<file path="src/rtl/altpcierd_msi_pkg.sv">
// altpcierd_msi_pkg: MSI stream field positions and sink FSM states shared by source and sink.
package altpcierd_msi_pkg;
    localparam int MSI_TC_MSB  = 7;
    localparam int MSI_TC_LSB  = 5;
    localparam int MSI_NUM_MSB = 4;
    localparam int MSI_NUM_LSB = 0;
    typedef enum logic [1:0] {IDLE, REQ, GAP} msi_state_e;
endpackage

</file>
<file path="src/rtl/altpcierd_msi_fifo.sv">
// altpcierd_msi_fifo: small synchronous FIFO with a separately tracked occupancy count.
module altpcierd_msi_fifo #(
    parameter int DEPTH = 4,
    parameter int WIDTH = 8,
    parameter int CNT_W = $clog2(DEPTH) + 1
) (
    input  logic             clk,
    input  logic             rst,
    input  logic             push,
    input  logic             pop,
    input  logic [WIDTH-1:0] din,
    output logic [WIDTH-1:0] dout,
    output logic [CNT_W-1:0] count,
    output logic [CNT_W-1:0] count_next
);
    localparam int AW = $clog2(DEPTH);
    logic [WIDTH-1:0] mem [DEPTH];
    logic [AW-1:0] wr_ptr, rd_ptr;
    assign dout = mem[rd_ptr];
    assign count_next = count + CNT_W'(push) - CNT_W'(pop);
    always_ff @(posedge clk or posedge rst) begin
        if (rst) begin
            wr_ptr <= '0;
            rd_ptr <= '0;
            count  <= '0;
        end else begin
            if (push) wr_ptr <= wr_ptr + 1'b1;
            if (pop) rd_ptr <= rd_ptr + 1'b1;
            count <= count_next;
        end
    end
    always_ff @(posedge clk) begin
        if (push) mem[wr_ptr] <= din;
    end
endmodule

</file>
<file path="src/rtl/altpcierd_cdma_ast_msi_sink.sv">
// altpcierd_cdma_ast_msi_sink: buffers MSI stream beats and replays them as req/ack handshakes.
module altpcierd_cdma_ast_msi_sink
    import altpcierd_msi_pkg::*;
#(
    parameter int FIFO_DEPTH  = 4,
    parameter int READY_SLACK = 2,
    parameter int CNT_W       = $clog2(FIFO_DEPTH) + 1
) (
    input  logic             clk_in,
    input  logic             rst,
    input  logic [7:0]       stream_data,
    input  logic             stream_valid,
    output logic             stream_ready,
    output logic             app_msi_req,
    input  logic             app_msi_ack,
    output logic [2:0]       app_msi_tc,
    output logic [4:0]       app_msi_num,
    output logic [CNT_W-1:0] msi_pending,
    output logic             msi_overflow
);
    localparam logic [CNT_W-1:0] FULL_CNT  = CNT_W'(FIFO_DEPTH);
    localparam logic [CNT_W-1:0] READY_LIM = CNT_W'(FIFO_DEPTH - READY_SLACK);
    msi_state_e state;
    logic [7:0] head;
    logic [CNT_W-1:0] count, count_next;
    logic push, pop;
    // A pop frees the slot being written, so a full FIFO still accepts a beat on a pop cycle.
    assign pop  = (count != '0) && (state != REQ);
    assign push = stream_valid && ((count < FULL_CNT) || pop);
    assign msi_pending = count;
    altpcierd_msi_fifo #(.DEPTH(FIFO_DEPTH), .WIDTH(8), .CNT_W(CNT_W)) u_fifo (
        .clk        (clk_in),
        .rst        (rst),
        .push       (push),
        .pop        (pop),
        .din        (stream_data),
        .dout       (head),
        .count      (count),
        .count_next (count_next)
    );
    always_ff @(posedge clk_in or posedge rst) begin
        if (rst) begin
            state        <= IDLE;
            app_msi_req  <= 1'b0;
            app_msi_tc   <= '0;
            app_msi_num  <= '0;
            stream_ready <= 1'b0;
            msi_overflow <= 1'b0;
        end else begin
            stream_ready <= count_next < READY_LIM;
            if (stream_valid && !push) msi_overflow <= 1'b1;
            case (state)
                IDLE, GAP: begin
                    app_msi_req <= pop;
                    state       <= pop ? REQ : IDLE;
                    if (pop) begin
                        app_msi_tc  <= head[MSI_TC_MSB:MSI_TC_LSB];
                        app_msi_num <= head[MSI_NUM_MSB:MSI_NUM_LSB];
                    end
                end
                REQ: if (app_msi_ack) begin
                    app_msi_req <= 1'b0;
                    state       <= GAP;
                end
                default: state <= IDLE;
            endcase
        end
    end
endmodule

</file>
<file path="config.mk">
export PLATFORM = sky130hd
export DESIGN_NAME = altpcierd_cdma_ast_msi_sink
export DESIGN_NICKNAME = d
export VERILOG_FILES = /design/src/rtl/altpcierd_msi_pkg.sv /design/src/rtl/altpcierd_msi_fifo.sv /design/src/rtl/altpcierd_cdma_ast_msi_sink.sv
export SDC_FILE = /design/constraint.sdc
export NUM_CORES = 1
export LEC_CHECK = 0
export ABC_AREA = 1
export ABC_CLOCK_PERIOD_IN_PS = 2300
export BUFFER_PORTS_ARGS = -buffer_cell sky130_fd_sc_hd__buf_2
export CORE_ASPECT_RATIO = 1.5
export CORE_MARGIN = 1.5
export CORE_UTILIZATION = 57
export DETAILED_ROUTE_END_ITERATION = 12
export PLACE_DENSITY_LB_ADDON = 0.08
export SETUP_SLACK_MARGIN = 0.4
export SYNTH_ARGS = -nofsm -noshare
export SYNTH_HDL_FRONTEND = slang
export SYNTH_SLANG_ARGS = --single-unit
export TNS_END_PERCENT = 5
</file>
<file path="constraint.sdc">
create_clock -name clk_in -period 2.3 [get_ports clk_in]
set_input_delay 0.575 -clock clk_in [delete_from_list [all_inputs] [get_ports clk_in]]
set_output_delay 0.575 -clock clk_in [all_outputs]
set_load 0.005 [all_outputs]
</file>
# Word level (Yosys, flattened, before mapping)
# Memories as Yosys holds them, arrays and structs flattened. A register that Yosys moved wholly into a read port is not among the register bits.
# Index checks and enable logic that the tools add are counted.
# totals
ram_bits	32
memories	1
register_bits	12
# classes
n_reduce_logical	11
n_mux	7
n_eq_ne	4
n_lt_le_gt_ge	2
addsub	4
# memory_table
name	words	word_bits	read_ports	rd_ports_with_merged_regs	write_ports	line_no	source
u_fifo.mem	4	8	1	1	1	altpcierd_msi_fifo.sv:17	logic [WIDTH-1:0] mem [DEPTH];
# op_table
operator	count
$add 2x1->2 const B	2
$mux 1	4
$pmux 2 s2	1
$reduce_and 2->1	2
$add 3x1->3	1
$logic_and 1x1->1	3
$lt 3x2->1 const B	1
$lt 3x3->1 const B	1
$reduce_bool 3->1	1
$sub 3x1->3	1
$eq 2x1->1 const B	1
$eq 2x2->1 const B	1
$logic_not 2->1	1
$mux 2	1
$ne 2x1->1 const B	1
$ne 2x2->1 const B	1
$pmux 1 s2	1
$reduce_bool 2->1	1
$reduce_or 2->1	1
$logic_not 1->1	1
$logic_or 1x1->1	1

# Depth between registers and ports, before layout
# depth
depth_word	7
mapped_depth	13

# Cells and area by module
# A second synthesis with hierarchy kept.
# unflattened
hier_cells	229
area_unflattened_um2	2358.5
# modules_own_cells
mod	instances	cells_per_inst	area_each_um2
altpcierd_msi_fifo	1	170	1793.0
altpcierd_cdma_ast_msi_sink	1	59	565.5

# Worst setup path before layout
# Ideal clock, no wire load.
# synth_path
kind	reg-to-reg
start	register u_fifo.count[1]
end	register stream_ready
path_slack_ns	0.416
arrival_time_ns	1.769
synth_period_minus_slack_ns	1.884
path_stages_with_launch	14
path_cell_list	dfrtp_1 inv_1 nand3_1 nand2_1 inv_1 ha_1 inv_1 ha_1 inv_1 fa_1 inv_1 nand2_1 nand2_1 nor2_1
# synth_between
elab_chain_len	7
word_cells_on_any_way	8
cone_classes	add/sub (2); order compare (2); reduce/logical (4)
# synth_lines
element	line_no	source
from (decl)	altpcierd_msi_fifo.sv:13	output logic [CNT_W-1:0] count,
from (signal assigned)	altpcierd_msi_fifo.sv:29	count <= count_next;
parallel branches: the longest is 5 deep, another holds $lt 3x3->1	--	
$sub 3x1->3 (*)	altpcierd_msi_fifo.sv:20	assign count_next = count + CNT_W'(push) - CNT_W'(pop);
net count_next[2]	altpcierd_cdma_ast_msi_sink.sv:25	logic [CNT_W-1:0] count, count_next;
$lt 3x2->1 (*)	altpcierd_cdma_ast_msi_sink.sv:50	stream_ready <= count_next < READY_LIM;
to (signal assigned)	altpcierd_cdma_ast_msi_sink.sv:50	
to (decl)	altpcierd_cdma_ast_msi_sink.sv:13	output logic stream_ready,
# Mark *: on every way through the listed nets, which the timed path passes.
# A chain may end at the register's enable or synchronous reset.

# Worst setup path after layout
# layout_path
start	register u_fifo.count[2]
end	register stream_ready
# Same word-level chain as after synthesis.

==> flow_summary.json <==
{
  "final_cell_count_no_fill": 317,
  "synth.avg_cell_area_sq_um": 10.1,
  "min_period_ps": 1860,
  "place_ws_ps": 241,
  "rsz0062_at_grt": "true",
  "viasPerCell": 4.74,
  "cp-end-kind": "flop",
  "io_pins": 26,
  "cpMostUsedCell": "inv_2",
  "r2r-start": "u_fifo.count[2]$_DFF_PP0_",
  "num_rows": 28,
  "die-area_sq_um": 4490,
  "holdWs_ps": 384,
  "fmax_mhz": 538,
  "endpoint": "stream_ready$_DFF_PP0_",
  "grt_pass1_vias": 1437,
  "synthTopCellsByCount": "nand2_1, inv_1, edfxtp_1",
  "fill_cells": 315,
  "vdd_drop_max_v": 0.000932,
  "arrival_ps": 2100,
  "synthTopCellsByArea": "edfxtp_1, dfrtp_1, nand2_1",
  "hold_buffers": 0,
  "synth_edf_count": 32,
  "core_sq_um": 3920,
  "cts_tree": "done",
  "crit_path_max_incr_delay_ps": 570,
  "grt_usage": 0.186,
  "num_antenna_cells": 0,
  "clkTransAtPathRegs_ps": 90,
  "async_flop_share": 0.385,
  "crit_chain": "inv_2, nand3_2, nand2_2, inv_2, ha_4, inv_2, ha_4, inv_2, fa_2, inv_2, nor2_1",
  "yosysTopAreaCell": "edfxtp_1",
  "worstMarginPinSlew_ps": 731,
  "swShare": 0.371,
  "hp-class": "in2async",
  "utilization": 0.688,
  "route.detailed.drc": 0,
  "fin_crit_sh": 0.809,
  "wire_per_inst_um": 12.1,
  "initial_core_util": 0.594,
  "ys_seq_area_frac": 0.627,
  "first_pass_iters": 4,
  "crit_type": "reg2reg",
  "p_switching_mw": 1.32,
  "start_kind": "flop",
  "via_count": 1504,
  "postLayoutCellArea_sq_um": 2700,
  "cts_made_buffers": 5,
  "pwr-share-seq": 0.419,
  "slew_viol_final": 0,
  "clockBufferDepth": 2,
  "pwr-share-clk": 0.156,
  "synth.distinct_cells": 21,
  "numPlacedInstances": 300,
  "cts-root-buf": "clkbuf_8",
  "syn_nets": 250,
  "worst_slack_ps": 440,
  "wirelength_mm": 3.82,
  "fin_setup_tns_ps": 0,
  "cts_sinks": 52,
  "globalplace.congestion": 0.785,
  "finalPower_mw": 3.56,
  "grt_pass1_wl_mm": 6.30,
  "syn_area_sq_um": 2330,
  "setup_violations": 0,
  "crit_slowest_cell": "fa_2",
  "numPortBuffers": 25,
  "finClkSkew_ps": 13.1,
  "rr_worst_depth": 11,
  "ys_ff_latch": 52,
  "areaGrowthSynthToFinish_pct": 16.0,
  "p_leak_nw": 1.37,
  "fp.dieW_um": 55.2,
  "intPower_mw": 2.24,
  "ys.flop_type": "edfxtp_1",
  "slew_headroom": 0.512,
  "grt_max_degree": 21,
  "worstSkewPairLatency_ps": 300,
  "critPathMaxFanout": 2,
  "worstPathRequired_ps": 2540,
  "nNetsFinal": 290,
  "drtIter0Drc": 79,
  "drv_cap": 0,
  "synth_top_area_frac": 0.412,
  "globalRouteOverflowTotal": 0,
  "die_h_um": 81.3,
  "power.density_nw_per_um2": 1320,
  "synth_warnings": 0,
  "rrSetupSlack_ps": 440,
  "placed_cell_area_sq_um": 2490,
  "rr_endpoint": "stream_ready$_DFF_PP0_",
  "ant_nets": 0,
  "grt_antenna_before_repair": 0,
  "syn_inst": 231,
  "combPwrFrac": 0.424,
  "hpwl_mm": 2.60,
  "yosysMostFrequentCell": "nand2_1",
  "setup.worst_path.start": "u_fifo.count[2]$_DFF_PP0_",
  "htreeDepth": 2,
  "status": "completed",
  "timing_hold_violations_final": 0,
  "drive_gt1_frac": 0.272
}
[how the worst min path moves through the flow]
stage | slack (ps) | start | end
3_5_place_dp | 460 | msi_overflow$_DFFE_PP0P_ | msi_overflow$_DFFE_PP0P_
4_1_cts | 400 | rst | app_msi_tc[0]$_DFFE_PP0N_
6_report | 380 | rst | app_msi_tc[0]$_DFFE_PP0N_
2_1_floorplan | 470 | msi_overflow$_DFFE_PP0P_ | msi_overflow$_DFFE_PP0P_
3_3_place_gp | 460 | msi_overflow$_DFFE_PP0P_ | msi_overflow$_DFFE_PP0P_
5_1_grt | 450 | rst | app_msi_tc[1]$_DFFE_PP0N_
[cell type report]
class                           count  area [sq um]  share of cell area
Clock inverter                      1          5.00             0.00185
Clock buffer                        7          97.6              0.0361
Multi-Input combinational cell    120           637               0.236
Tap cell                           45          56.3              0.0208
Timing Repair Buffer               38           223              0.0824
Sequential cell                    52          1460               0.541
Inverter                           54           221              0.0820
[kinds of logic after synthesis]
family / share of synthesized area
buffers and inverters: 0.119
AOI/OAI and AO/OA: 0.0123
DFF: 0.627
adders and majority gates: 0.0408
xor gates and xnor gates: 0.00752
and+or+nand+nor: 0.193
[layout by cell type (no fill, tap or decap)]
cell type,Yosys,layout
nand2_1,71,69
inv_1,52,44
edfxtp_1,32,32
buf_2,1,25
dfrtp_1,20,20
nand3_1,17,16
buf_4,1,13
nand2_2,10,11
inv_2,0,8
nor2_1,7,6
clkbuf_8,0,5
ha_1,6,4
o21ai_0,3,3
nand3_2,1,2
ha_4,0,2
inv_6,1,1
bufinv_8,1,1
nor2_2,0,1
nand2_4,0,1
xor2_1,1,1
xnor2_1,1,1
o21ai_1,1,1
a31o_2,1,1
fa_2,0,1
clkbuf_1,0,1
clkbuf_16,0,1
clkinv_2,0,1
[power groups by stage]
stage | clock (mW) | combinational, mW | sequential [mW]
2_1_floorplan | 0 | 1.02 | 1.43
3_3_place_gp | 0 | 1.21 | 1.51
6_report | 0.555 | 1.51 | 1.49
5_1_grt | 0.597 | 1.75 | 1.53
3_5_place_dp | 0 | 1.25 | 1.52
4_1_cts | 0.570 | 1.37 | 1.49
[layer usage]
layer	vias up	GRT usage	wire length (um)
li1	781	-	-
met1	674	0.201	1570
met2	41	0.345	2030
met3	8	0.0430	146
met4	0	0.0854	78
met5	-	0	0
[state kept, by name (all words and copies together), names as in the netlist]
signal	flops
u_fifo.mem	32
msi_overflow	1
u_fifo.wr_ptr	2
stream_ready	1
app_msi_num	5
app_msi_req	1
u_fifo.count	3
state	2
app_msi_tc	3
u_fifo.rd_ptr	2
[critical path: cells and delay by family, from the launching register on]
family | cells | cell delay, ps
adder cells (fa/ha/maj) | 3 | 890
AND/OR/NAND/NOR | 3 | 250
flip-flops | 1 | 400
buffers and inverters | 5 | 260
[repair_timing]
action                     CTS  global route
gates resized for setup      5            12
setup endpoints to repair    3             3
setup buffers                5             4
pin swaps                    2             4
No activity file was read; power rests on OpenSTA's default activity.
